## src/rtl/mem_wb_stage.sv

```systemverilog
//------------------------------------------------------------------------------
// Module     : mem_wb_stage
// Description: Retires ALU operations: architectural flags, LDR/STR memory
//              access over a req/ack handshake, and register-file writeback.
// Revision   : 1.0
//------------------------------------------------------------------------------
`default_nettype none

module mem_wb_stage #(
    parameter int TIMEOUT_CYCLES = 64,
    parameter int NUM_REGS_LOG2  = 4
) (
    input  logic                     clk,
    input  logic                     reset,
    input  logic                     in_valid,
    output logic                     in_ready,
    input  logic [4:0]               in_uop,
    input  logic [31:0]              in_result,
    input  logic [3:0]               in_flags,
    input  logic                     in_set_flags,
    input  logic [NUM_REGS_LOG2-1:0] in_rd,
    input  logic [31:0]              in_store_data,
    output logic                     mem_req,
    output logic                     mem_we,
    output logic [31:0]              mem_addr,
    output logic [31:0]              mem_wdata,
    input  logic [31:0]              mem_rdata,
    input  logic                     mem_ack,
    output logic                     reg_we,
    output logic [NUM_REGS_LOG2-1:0] reg_waddr,
    output logic [31:0]              reg_wdata,
    output logic [3:0]               flags_q,
    output logic                     done,
    output logic                     mem_fault
);

    localparam logic [4:0] UOP_ADD = 5'd0;
    localparam logic [4:0] UOP_SUB = 5'd1;
    localparam logic [4:0] UOP_AND = 5'd2;
    localparam logic [4:0] UOP_EOR = 5'd3;
    localparam logic [4:0] UOP_CMP = 5'd4;
    localparam logic [4:0] UOP_LSL = 5'd5;
    localparam logic [4:0] UOP_LSR = 5'd6;
    localparam logic [4:0] UOP_MOV = 5'd7;
    localparam logic [4:0] UOP_STR = 5'd8;
    localparam logic [4:0] UOP_LDR = 5'd9;

    localparam int              CNT_W    = $clog2(TIMEOUT_CYCLES + 1);
    localparam logic [CNT_W-1:0] CNT_LAST = CNT_W'(TIMEOUT_CYCLES - 1);

    typedef enum logic [1:0] {
        S_IDLE   = 2'd0,
        S_MEM    = 2'd1,
        S_WB     = 2'd2,
        S_RETIRE = 2'd3
    } state_t;

    state_t                   r_state;
    state_t                   w_next;
    logic [CNT_W-1:0]         r_cnt;
    logic [3:0]               r_flags;
    logic                     r_fault;
    logic [31:0]              r_addr;
    logic [31:0]              r_store;
    logic [31:0]              r_res;
    logic [NUM_REGS_LOG2-1:0] r_rd;
    logic                     r_is_str;

    logic w_accept;
    logic w_is_mem;
    logic w_is_alu;
    logic w_aligned;
    logic w_timeout;

    assign w_accept  = in_valid && (r_state == S_IDLE);
    assign w_is_mem  = (in_uop == UOP_LDR) || (in_uop == UOP_STR);
    assign w_is_alu  = (in_uop == UOP_ADD) || (in_uop == UOP_SUB) ||
                       (in_uop == UOP_AND) || (in_uop == UOP_EOR) ||
                       (in_uop == UOP_LSL) || (in_uop == UOP_LSR) ||
                       (in_uop == UOP_MOV);
    assign w_aligned = (in_result[1:0] == 2'b00);
    // A late ack on the last allowed cycle wins over the timeout.
    assign w_timeout = (r_state == S_MEM) && !mem_ack && (r_cnt == CNT_LAST);

    always_comb begin
        w_next = r_state;
        case (r_state)
            S_IDLE: begin
                if (w_accept) begin
                    if (w_is_mem)      w_next = w_aligned ? S_MEM : S_RETIRE;
                    else if (w_is_alu) w_next = S_WB;
                    else               w_next = S_RETIRE;
                end
            end
            S_MEM: begin
                if (mem_ack)        w_next = r_is_str ? S_RETIRE : S_WB;
                else if (w_timeout) w_next = S_RETIRE;
            end
            S_WB:     w_next = S_IDLE;
            S_RETIRE: w_next = S_IDLE;
            default:  w_next = S_IDLE;
        endcase
    end

    always_ff @(posedge clk or posedge reset) begin
        if (reset) begin
            r_state  <= S_IDLE;
            r_cnt    <= '0;
            r_flags  <= 4'b0000;
            r_fault  <= 1'b0;
            r_addr   <= 32'd0;
            r_store  <= 32'd0;
            r_res    <= 32'd0;
            r_rd     <= '0;
            r_is_str <= 1'b0;
        end else begin
            r_state <= w_next;
            if (w_accept) begin
                r_rd     <= in_rd;
                r_addr   <= in_result;
                r_store  <= in_store_data;
                r_res    <= in_result;
                r_is_str <= (in_uop == UOP_STR);
                r_cnt    <= '0;
                if ((in_uop == UOP_CMP) || (in_set_flags && w_is_alu))
                    r_flags <= in_flags;
                if (w_is_mem && !w_aligned)
                    r_fault <= 1'b1;
            end
            if (r_state == S_MEM) begin
                if (mem_ack) begin
                    if (!r_is_str) r_res <= mem_rdata;
                end else if (w_timeout) begin
                    r_fault <= 1'b1;
                end else begin
                    r_cnt <= r_cnt + 1'b1;
                end
            end
        end
    end

    assign in_ready  = (r_state == S_IDLE);
    assign mem_req   = (r_state == S_MEM);
    assign mem_we    = (r_state == S_MEM) && r_is_str;
    assign mem_addr  = r_addr;
    assign mem_wdata = r_store;
    assign reg_we    = (r_state == S_WB);
    assign reg_waddr = r_rd;
    assign reg_wdata = r_res;
    assign flags_q   = r_flags;
    assign done      = (r_state == S_WB) || (r_state == S_RETIRE);
    assign mem_fault = r_fault;

endmodule

`default_nettype wire

```

## config.mk

```make
export PLATFORM = sky130hd
export DESIGN_NAME = mem_wb_stage
export DESIGN_NICKNAME = d
export VERILOG_FILES = /design/src/rtl/mem_wb_stage.sv
export SDC_FILE = /design/constraint.sdc
export NUM_CORES = 1
export LEC_CHECK = 0
export ABC_AREA = 1
export CORE_UTILIZATION = 46
export CTS_BUF_LIST = sky130_fd_sc_hd__clkbuf_4
export CTS_CLUSTER_DIAMETER = 120
export DETAILED_ROUTE_END_ITERATION = 16
export PLACE_DENSITY = 0.86
export SETUP_SLACK_MARGIN = 0.02
export SYNTH_ARGS = -nofsm -noshare
export SYNTH_HDL_FRONTEND = slang
export SYNTH_SLANG_ARGS = --single-unit
```

## constraint.sdc

```tcl
create_clock -name clk -period 5.6 [get_ports clk]
set_input_delay 0.56 -clock clk [delete_from_list [all_inputs] [get_ports clk]]
set_output_delay 0.56 -clock clk [all_outputs]
set_load 0.1 [all_outputs]
```

==> metrics.cfg, run 1 <==
[run_status]
result_of_the_run = finished clean

[yosys]
syn-mean-instance-area_um2 = 8.59
post_synth_inst_count = 553
yosys_warnings = 0
post_synth_top_area_share = 0.606
netlist-cell-type-count = 27
post_synth_net_total = 668
netlist_top_cells_area = sky130_fd_sc_hd__dfrtp_1 61%, sky130_fd_sc_hd__nand2_1 22%, sky130_fd_sc_hd__a31oi_1 3.6%
share_of_synthesized_area_occupied_by_flip_flops_and_latches = 0.606
post_synth_design_cell_area_um2 = 4750
ys_ff_latch = 115
largest_area_contributor_in_the_synthesized_netlist = sky130_fd_sc_hd__dfrtp_1

[routing]
detail_route.drc_violations = 0
detail_route.vias_per_cell = 4.88
drt_pre_antenna_iters = 4
initial_drc_count = 151
drt_wl_total_mm = 13.2
route.vias.total = 4469
drtAntennaViolNets = 0
wl_per_cell_um = 14.5

[clock_network]
cts.repair_timing.setup_buffer_count = 0
clockBufferDepth = 2
tritoncts.num_buffers = 17
insertion_delay_ps = 510
num_clock_sinks = 115
tritoncts = built
cts.reportedPaths.clkPinSlew_ps = 90
cts_root_buf = sky130_fd_sc_hd__clkbuf_4
postCtsHoldBufs = 0
postCtsResizedCells = 0
htreeDepth = 4

[min_path]
hold_path.class = flip-flop to flip-flop
hold_path_depth = 2

[placement]
routabilityCongestion = 0.816
count_of_input_and_output_buffers = 223
dpl_hpwl_mm = 9.42

[global_routing]
grt_pass1_wl_mm = 21.9
vias_in_the_first_global_route = 4639
grt.total_usage = 0.260
grt_remaining_overflow = 0
initial_antenna_violation_count = 0
grt_max_degree = 72

[timing]
setup-tns-final_ps = 0
clock-skew-final_ps = 14.7
setup_viol = 0
achievable-frequency_ghz = 0.344
period_share = 0.519
slew_headroom = 0.287
final_period_minus_worst_setup_slack_ps = 2910
rsz0062_at_grt = false
worst-slew-pin-transition_ps = 1070
drv_slew = 0
final-hold-violation-count = 0

[critical_path]
timing.critical_path.from_type = flip-flop
path_cells = inv_1 > nand2_2 > nor2_1 > clkdlybuf4s50_1
critical-path-slowest-cell = sky130_fd_sc_hd__clkdlybuf4s50_1
crit_path_max_fanout = 4
slowest_delay_ps = 1140
path_depth = 4
crit_arrival_ps = 2350
critical_path_class = flip-flop to primary output
cell_type_group_with_the_largest_total_delay_on_the_critical_path = buffers and inverters
ff2ff_path_depth = 5
critPathBufInv = 2
worstSetupEndpointType = primary output
cp_data_required_time_ps = 5040

[cells_and_area]
antenna_cells_inserted = 0
finalNetCount = 886
proportion_of_layout_cells_with_a_drive_suffix_above_1 = 0.0587
synthToLayoutAreaGrowth_pct = 53.7

[die]
placeableCoreArea_um2 = 9910
design.die.area_um2 = 10700
top_level_ports = 224
initial_standard_cell_utilization_of_the_core = 0.479
row_cnt = 36
die-height_um = 104
die_w_um = 104

[job]
cap_viol_max_count = 0

per-layer routing:
layer / share of wire / vias to the layer above / GRT usage / routed length [um]
li1: - / 2166 / - / -
met1: 0.40 / 2107 / 0.295 / 5240
met2: 0.52 / 171 / 0.449 / 6860
met3: 0.063 / 25 / 0.0837 / 828
met4: 0.024 / 0 / 0.112 / 321
met5: 0 / - / 0 / 0
worst min-delay path, cell delays in order (launching register included):
cell and delay (ps):
sky130_fd_sc_hd__dfrtp_1 350, sky130_fd_sc_hd__nand2_1 50, sky130_fd_sc_hd__nand2_1 50
stage by stage:
stage	hold slack (ps)	util	setup slack (ps)	area (um2)	std cells
2_1_floorplan	502	-	2000	4750	553
3_3_place_gp	461	0.708	3040	7020	885
3_5_place_dp	464	0.708	2960	7020	885
4_1_cts	488	0.736	2650	7300	916
5_1_grt	503	0.736	2590	7300	916
6_report	487	0.736	2690	7300	916
cells in the final DEF, fill, tap and decap left out, drive strengths merged:
| cell | n |
|---|---|
| nand2 | 276 |
| clkdlybuf4s50 | 223 |
| dfrtp | 115 |
| nor2 | 44 |
| a31oi | 27 |
| inv | 26 |
| clkbuf | 18 |
| nand3 | 16 |
| o21ai | 8 |
| clkinv | 8 |
| or2 | 6 |
| a21oi | 3 |
| bufinv | 3 |
| xor2 | 2 |
| clkinvlp | 2 |
| buf | 2 |
| nand4 | 1 |
| o22ai | 1 |
| a21boi | 1 |
| ha | 1 |
logic make-up (layout without fill, tap and decap cells):
logic type | count (synthesis) | count (layout) | share of synthesized area
buffers and inverters | 52 | 282 | 0.0516
flip-flops | 115 | 115 | 0.606
XOR/XNOR | 2 | 2 | 0.00369
AO/OA/AOI/OAI | 40 | 40 | 0.0501
AND/OR/NAND/NOR | 343 | 343 | 0.286
adder cells (fa/ha/maj) | 1 | 1 | 0.00263
state kept, by name, indices dropped and copies added (netlist names):
register / cells
flags_q: 4
mem_addr: 32
mem_fault: 1
mem_wdata: 32
r_cnt: 7
r_is_str: 1
r_state: 2
reg_waddr: 4
reg_wdata: 32
final timing paths:
path                               start            end  slack [ps]
setup / recovery              r_state[1]         mem_we        2690
hold / removal             mem_wdata[22]  mem_wdata[22]         490
setup reg to reg              r_state[0]     flags_q[0]        3410
hold reg to reg            mem_wdata[22]  mem_wdata[22]         490
max in group asynchronous          reset  reg_wdata[16]        3860
min in group asynchronous          reset  reg_wdata[15]         500
cell usage after synthesis (all sizes together):
master,number
a21boi,1
a21oi,3
a31oi,27
buf,21
clkbuf,5
dfrtp,115
ha,1
inv,26
nand2,276
nand3,16
nand4,1
nor2,44
o21ai,8
o22ai,1
or2,6
xor2,2
cell type report:
cell class	instances	area (um2)
timing repair buffer	225	2250
clock inverter	13	143
clock buffer	18	135
tap	133	166
sequential	115	2880
fill	730	2610
inverter	26	103
multi-input combinational	386	1630
Power of run 1 is not shown: default switching activity piles up to over one toggle a cycle in this logic, so the estimate is an artifact.
==> run 2, diff against run 1 <==
CORE_UTILIZATION = 38   (was 46)
PLACE_DENSITY = 0.75   (was 0.86)
clock period = 2.58 ns   (was 5.6 ns; I/O delays follow)
==> metrics.cfg, run 2 (synthesis results as in run 1) <==
[run_status]
result_of_the_run = finished clean

[timing]
setup_viol = 0
setup-tns-final_ps = 0
rsz0062_at_grt = false
fin_ws_ps = 699
slew_headroom = 0.538
drv_slew = 0
final_period_minus_worst_setup_slack_ps = 1880
achievable-frequency_ghz = 0.532
worst-slew-pin-transition_ps = 694
period_share = 0.729
clock-skew-final_ps = 12.0
final-hold-violation-count = 0

[cells_and_area]
final_cell_mix = 273 x sky130_fd_sc_hd__nand2_1, 115 x sky130_fd_sc_hd__dfrtp_1, 113 x sky130_fd_sc_hd__clkdlybuf4s50_1
layout.cells.most_common = sky130_fd_sc_hd__nand2_1
finish.utilization = 0.578
synthToLayoutAreaGrowth_pct = 47.5
antenna_cells_inserted = 0
finalNetCount = 888
proportion_of_layout_cells_with_a_drive_suffix_above_1 = 0.194

[placement]
detailedPlace.worstSlack_ps = 501
dpl_hpwl_mm = 9.17
count_of_input_and_output_buffers = 223
routabilityCongestion = 0.759

[die]
design.die.area_um2 = 12900
row_cnt = 40
die_w_um = 114
top_level_ports = 224
placeableCoreArea_um2 = 12100
die-height_um = 114
initial_standard_cell_utilization_of_the_core = 0.392

[routing]
drtAntennaViolNets = 0
drt_pre_antenna_iters = 6
detail_route.vias_per_cell = 4.64
detail_route.drc_violations = 0
drt_wl_total_mm = 13.0
route.vias.total = 4398
initial_drc_count = 284
wl_per_cell_um = 13.8

[global_routing]
vias_in_the_first_global_route = 4402
grt_remaining_overflow = 0
grt_pass1_wl_mm = 20.7
initial_antenna_violation_count = 0
grt.total_usage = 0.208
grt_max_degree = 116

[critical_path]
cp_data_required_time_ps = 2990
critical_path_class = flip-flop to flip-flop
timing.critical_path.from_type = flip-flop
crit_path_max_fanout = 68
reg2reg_slack_ps = 700
worstSetupEndpointType = flip-flop
worst_r2r_endpoint = flags_q[0]
ff2ff_path_depth = 5
reg2reg_from = r_state[0]
crit_arrival_ps = 2290

[clock_network]
clockBufferDepth = 2
htreeDepth = 4
cts.reportedPaths.clkPinSlew_ps = 90
postCtsResizedCells = 0
tritoncts = built
insertion_delay_ps = 500
postCtsHoldBufs = 0
tritoncts.num_buffers = 17
num_clock_sinks = 115
cts.repair_timing.setup_buffer_count = 0
cts_root_buf = sky130_fd_sc_hd__clkbuf_4

[min_path]
hold_path.class = primary input to asynchronous set/reset pin

[job]
cap_viol_max_count = 0

-- run 2: changes by cell type in the layout (fill, tap and decap cells not counted) --
cell / delta
sky130_fd_sc_hd__clkinvlp_4: -1
sky130_fd_sc_hd__clkbuf_4: +3
sky130_fd_sc_hd__bufinv_16: -3
sky130_fd_sc_hd__buf_12: +2
sky130_fd_sc_hd__clkdlybuf4s50_1: -110
sky130_fd_sc_hd__inv_4: -1
sky130_fd_sc_hd__buf_4: +110
sky130_fd_sc_hd__clkinv_2: -5
sky130_fd_sc_hd__clkinv_1: +1
-- run 2: area by class of cell --
class                   instances  area, um2
inverters                      26        104
repair buffers                227       2010
fillers                      1096       5110
clock inverters                 4       16.3
well taps                     168        210
clock buffers                  21        158
multi-input cells             386       1630
flip-flops and latches        115       2880
-- run 2: per-layer routing --
layer / share of wire / wire length, um / global-route usage
met1: 0.40 / 5220 / 0.234
met2: 0.51 / 6670 / 0.359
met3: 0.069 / 895 / 0.0765
met4: 0.019 / 248 / 0.0805
met5: 0 / 0 / 0
-- run 2: worst max-delay path by stage --
stage                           from    endpoint  slack (ps)  depth (start not counted)
after floorplan           r_state[1]      mem_we         500                          3
after global placement      in_valid  flags_q[0]         630                          6
after detailed placement    in_valid  flags_q[0]         500                          5
after CTS                 r_state[0]  flags_q[0]         680                          5
after global routing      r_state[0]  flags_q[0]         530                          5
final                     r_state[0]  flags_q[0]         700                          5
-- run 2: critical path, cell delays in order, from the launching register on --
cell and delay [ps]:
sky130_fd_sc_hd__dfrtp_1 430, sky130_fd_sc_hd__nor2_4 220, sky130_fd_sc_hd__nand2_4 90, sky130_fd_sc_hd__inv_4 520, sky130_fd_sc_hd__nand3_2 270, sky130_fd_sc_hd__o21ai_0 250
-- run 2: per-stage QoR --
stage	hold slack, ps	cells	cell area (um2)
6_report	248	947	7000
5_1_grt	232	947	7000
4_1_cts	224	947	7000
3_5_place_dp	464	922	6830
3_3_place_gp	464	922	6830
2_1_floorplan	358	553	4750
Power of run 2 is left out for the same reason.
